===== src/rtl/jtframe_rom_arb.sv =====
// jtframe_rom_arb
// Shares the board's single SDRAM read port between SLOTS game-side ROM
// clients. Each slot keeps its last fetched 32-bit word plus an address tag,
// so repeated reads of the same address are answered locally. Misses are
// granted round-robin, starting after the slot that was served last.
//
// Ports
//   clk_rom      SDRAM-domain clock (rising edge)
//   rst          asynchronous active-high reset
//   slot_req     per-slot level request
//   slot_addr    per-slot word address, slot i at [i*AW +: AW]
//   slot_ok      per-slot "slot_dout holds the word at slot_addr"
//   slot_dout    per-slot cached word, slot i at [i*32 +: 32]
//   sdram_req    read request to the SDRAM controller, held until ack
//   sdram_addr   address of the outstanding request
//   sdram_ack    one-cycle pulse, request accepted
//   data_read    SDRAM read data
//   data_rdy     one-cycle pulse, data_read valid
//   downloading  ROM download in progress (flushes the cache)
//   loop_rst     SDRAM controller re-initialising (flushes the cache)
//   busy         a fetch is in flight
module jtframe_rom_arb #(
    parameter int SLOTS = 4,
    parameter int AW    = 22
) (
    input  logic                clk_rom,
    input  logic                rst,
    input  logic [SLOTS-1:0]    slot_req,
    input  logic [SLOTS*AW-1:0] slot_addr,
    output logic [SLOTS-1:0]    slot_ok,
    output logic [SLOTS*32-1:0] slot_dout,
    output logic                sdram_req,
    output logic [AW-1:0]       sdram_addr,
    input  logic                sdram_ack,
    input  logic [31:0]         data_read,
    input  logic                data_rdy,
    input  logic                downloading,
    input  logic                loop_rst,
    output logic                busy
);
    localparam int IW = (SLOTS > 1) ? $clog2(SLOTS) : 1;

    typedef enum logic [1:0] {IDLE, WAIT_ACK, WAIT_RDY} state_t;

    state_t           state_q, state_d;
    logic [IW-1:0]    gnt_q, gnt_d;
    logic [IW-1:0]    last_q, last_d;
    logic             req_q, req_d;
    logic [AW-1:0]    addr_q, addr_d;
    logic [SLOTS-1:0] valid_q, valid_d;
    logic [SLOTS-1:0] ok_q, ok_d;
    logic [AW-1:0]    tag_q  [SLOTS];
    logic [AW-1:0]    tag_d  [SLOTS];
    logic [31:0]      data_q [SLOTS];
    logic [31:0]      data_d [SLOTS];

    logic [AW-1:0]    addr_a [SLOTS];
    logic [SLOTS-1:0] hit, pending;
    logic             flush, found, fill;
    logic [IW-1:0]    sel, idx;

    assign flush = downloading | loop_rst;

    always_comb begin
        for (int i = 0; i < SLOTS; i++) begin
            addr_a[i]  = slot_addr[i*AW +: AW];
            hit[i]     = slot_req[i] & valid_q[i] & (tag_q[i] == addr_a[i]);
            pending[i] = slot_req[i] & ~hit[i];
        end
    end

    // Round-robin search: first pending slot at last+1, last+2, ... mod SLOTS.
    always_comb begin
        found = 1'b0;
        sel   = last_q;
        idx   = '0;
        for (int k = 1; k <= SLOTS; k++) begin
            int j;
            j = int'(last_q) + k;
            if (j >= SLOTS) j = j - SLOTS;
            idx = IW'(j);
            if (!found && pending[idx]) begin
                found = 1'b1;
                sel   = idx;
            end
        end
    end

    always_comb begin
        state_d = state_q;
        gnt_d   = gnt_q;
        last_d  = last_q;
        req_d   = req_q;
        addr_d  = addr_q;
        valid_d = valid_q;
        tag_d   = tag_q;
        data_d  = data_q;
        fill    = 1'b0;
        ok_d    = hit & {SLOTS{~flush}};

        if (flush) begin
            // Abandon any fetch; a late data_rdy finds the FSM in IDLE.
            state_d = IDLE;
            req_d   = 1'b0;
            valid_d = '0;
        end else begin
            case (state_q)
                IDLE: begin
                    if (found) begin
                        gnt_d   = sel;
                        addr_d  = addr_a[sel];
                        req_d   = 1'b1;
                        state_d = WAIT_ACK;
                    end
                end
                WAIT_ACK: begin
                    if (sdram_ack) begin
                        req_d = 1'b0;
                        // Data may arrive together with the ack.
                        if (data_rdy) fill = 1'b1;
                        else          state_d = WAIT_RDY;
                    end
                end
                WAIT_RDY: begin
                    if (data_rdy) fill = 1'b1;
                end
                default: state_d = IDLE;
            endcase

            // The tag is the issued address, even if the slot moved on since.
            if (fill) begin
                data_d[gnt_q]  = data_read;
                tag_d[gnt_q]   = addr_q;
                valid_d[gnt_q] = 1'b1;
                last_d         = gnt_q;
                state_d        = IDLE;
            end
        end
    end

    always_ff @(posedge clk_rom or posedge rst) begin
        if (rst) begin
            state_q <= IDLE;
            gnt_q   <= '0;
            last_q  <= IW'(SLOTS-1);
            req_q   <= 1'b0;
            addr_q  <= '0;
            valid_q <= '0;
            ok_q    <= '0;
            for (int i = 0; i < SLOTS; i++) begin
                tag_q[i]  <= '0;
                data_q[i] <= '0;
            end
        end else begin
            state_q <= state_d;
            gnt_q   <= gnt_d;
            last_q  <= last_d;
            req_q   <= req_d;
            addr_q  <= addr_d;
            valid_q <= valid_d;
            ok_q    <= ok_d;
            tag_q   <= tag_d;
            data_q  <= data_d;
        end
    end

    always_comb begin
        for (int i = 0; i < SLOTS; i++) slot_dout[i*32 +: 32] = data_q[i];
    end

    assign slot_ok    = ok_q;
    assign sdram_req  = req_q;
    assign sdram_addr = addr_q;
    assign busy       = (state_q != IDLE);

endmodule

===== config.mk =====
export PLATFORM = sky130hd
export DESIGN_NAME = jtframe_rom_arb
export DESIGN_NICKNAME = d
export VERILOG_FILES = /design/src/rtl/jtframe_rom_arb.sv
export SDC_FILE = /design/constraint.sdc
export NUM_CORES = 1
export LEC_CHECK = 0
export CORE_MARGIN = 2
export CORE_UTILIZATION = 55
export DETAILED_ROUTE_END_ITERATION = 12
export DONT_BUFFER_PORTS = 1
export GPL_TIMING_DRIVEN = 1
export PLACE_DENSITY = 0.72
export SLEW_MARGIN = 15
export SYNTH_ARGS = -nofsm -noshare
export SYNTH_HDL_FRONTEND = slang
export SYNTH_SLANG_ARGS = --single-unit

===== constraint.sdc =====
create_clock -name clk_rom -period 8.2 [get_ports clk_rom]
set_clock_uncertainty 0.05 [all_clocks]
set_input_delay 1.64 -clock clk_rom [delete_from_list [all_inputs] [get_ports clk_rom]]
set_output_delay 1.64 -clock clk_rom [all_outputs]
set_load 0.005 [all_outputs]

==> reports/qor.csv <==
metric,value,unit
ir_worst_vdd,0.154,mV
ys_async_sr_fraction,1.00,
grtUsageMet1,0.316,
multi_input_area,4750,µm²
timing.final.crit_period,4.59,ns
die-area,21600,µm²
cts_resized,0,
fillers,1546,
slew_violations,0,
post_drt_wl_per_cell,26.8,µm
ys.warnings.count,0,
register_area,6330,µm²
netlist_area,11300,µm²
avgSynthCellArea,14.1,µm²
grt_pass1_wl,44.9,mm
maxCapViolCount,0,
root_buffer,clkbuf_16,
hold_buffers,0,
yosys.area_share.simple,0.0532,
share_seq_of_total_power,0.489,
synth-main-ff-cell,dfrtp_1,
r2r-start,tag_q[56]$_DFFE_PP0P_,
status,"complete, no violations",
dr.pass1.iters,5,
worstSetupPathType,input pin to flop,
crit_path_top_delay_cell,o221ai_4,
synthAdderAreaFrac,0.00445,
leakage,6.30,nW
grt_pass1_vias,7383,
initial_utilization,0.558,
grt_use_total,0.271,
cts_tree,yes,
crit_path_cell_trace,"xor2_1, nor4_1, nand4_1, o21ai_2, nor2_1, o221ai_4, buf_4, mux2i_1, o221ai_1",
p_per_area,236,nW/µm²
syn_nets,935,
cp.arrival,4.88,ns
place.gp.congestion,0.947,
die_y,147,µm
synthCells,801,
synth.mux.area_fraction,0.257,
via_per_inst,6.25,
rsz0062_at_grt,false,
drt_iter0_markers,286,
fin_worst_hold_slack,0.430,ns
postRouteWirelength,29.4,mm
yosysSeqAreaShare,0.563,
overflow,0,
hold_path_class,flop to flop,
cp_slowest_stage_delay,0.88,ns
fin_nets,938,
max-slew-margin-rel,0.260,
core,20200,µm²
syn2layout_area_growth,10.3,%
cts_buffer_depth,3,
grt.met2_usage,0.451,
drc,0,
cts_setup_buffers,0,
top_usage_layer,met2,
hp-start,valid_q[1]$_DFFE_PP0N_,
synth_compound_area_frac,0.0355,
finalCritPeriodShare,0.560,
clock.fmax,218,MHz
port_buffers,0,
power_switching,749,µW
synth-edff-count,0,
clock_latency,0.53,ns
pin_count,286,
synthDistinctLibCells,50,
grt_start_max_net_pins,80,
cp_max_fo,23,
ant_nets,0,
yosys.area.top_type,dfrtp_1,
synth_area_leaders,"dfrtp_1, mux2_2, xor2_1",
drive_above_1_share,0.354,
switching_share,0.256,
synth_top_area_frac,0.558,
synth-xor-area-share,0.0692,
hold_violations,0,
pwr-share-clk,0.423,
cts_sinks,253,
num_antenna_cells,0,
num_vias,6840,
cp.required,8.49,ns
die_width,147,µm
combPwrFrac,0.088,
setup_viol,0,
end_kind,flop,
gr-usage-met3,0.124,
htreeDepth,1,
critPathLaunch,slot_addr[34],
yosysMostFrequentCell,dfrtp_1,
p_int,2.18,mW
netlist_top_cells_count,"dfrtp_1, mux2_2, xor2_1",
path_clk_slew,0.07,ns
ys_ff_latch,253,
startpoint_type,input pin,
fin_tns_setup,0,ns
hpwlAfterDp,21.1,mm
synth_top_family_by_area,multiplexers,
antenna_found_initial,0,
max_slew.worst_pin.slew,1.11,ns
cts_buffers,26,
fp-row-count,52,
-- critical path: cells and delay by family --
family | cells | cell delay, ns
AO/OA/AOI/OAI | 3 | 1.39
AND/OR/NAND/NOR | 3 | 0.93
buffers and inverters | 1 | 0.50
multiplexers | 1 | 0.27
XOR/XNOR | 1 | 0.13
-- sequential cells by signal, summed over array words and instances (netlist names) --
register and flops:
gnt_q 2, last_q 2, sdram_addr 22, sdram_req 1
slot_dout 128, slot_ok 4, state_q 2, tag_q 88
valid_q 4
-- metrics by stage --
step	std cells	total power, mW	worst slack, ns	util	instance area, µm²
4_1_cts	1094	2.96	3.70	0.616	12400
2_1_floorplan	801	1.63	3.18	-	11300
3_5_place_dp	1046	1.71	3.18	0.571	11500
6_report	1094	2.93	3.61	0.616	12400
3_3_place_gp	1046	1.70	3.32	0.571	11500
5_1_grt	1094	3.04	3.49	0.616	12400
-- routing by layer --
layer  wire length, µm  part of all wire
met3              3750              0.13
met2             14400              0.49
met5                 0                 0
met4               854             0.029
met1             10300              0.35
-- power by group through the flow --
stage	Combinational, mW	Clock [mW]	Sequential [mW]
global route	0.282	1.32	1.45
floorplan	0.209	0	1.42
detailed placement	0.258	0	1.46
finish	0.258	1.24	1.43
CTS	0.260	1.27	1.43
global placement	0.244	0	1.45
-- cell usage in the layout, fill, tap and decap left out, types with 6 or more instances in the layout --
cell	n
nor2_1	8
mux2_2	217
xnor2_1	27
clkbuf_16	27
dfrtp_1	251
o221ai_1	21
nor4_1	19
nand2_1	40
mux2i_1	45
nand4_1	13
xor2_1	62
buf_4	9
clkinvlp_4	6
-- final cells by class --
type,instances,area share
flip-flops and latches,253,0.510
multi-input cells,509,0.382
clock buffers,34,0.0597
well taps,270,0.0272
clock inverters,14,0.0139
repair buffers,9,0.00544
inverters,5,0.00181
-- worst paths after layout --
check	to	slack [ns]	cells after the start
min in group asynchronous	slot_dout[95]$_DFFE_PP0P_	0.96	1
hold reg to reg	valid_q[1]$_DFFE_PP0N_	0.43	2
hold / removal	valid_q[1]$_DFFE_PP0N_	0.43	2
setup reg to reg	sdram_addr[8]$_DFFE_PP0P_	4.30	9
max in group asynchronous	slot_dout[48]$_DFFE_PP0P_	5.79	2
setup / recovery	sdram_addr[8]$_DFFE_PP0P_	3.61	9
-- cells by family after synthesis --
logic type      after synthesis
fa+ha+maj                     4
flops                       253
buf+inv                      39
xor+xnor                     89
compound gates               45
mux                         262
simple gates                109
(Power assumes the default switching activity.)
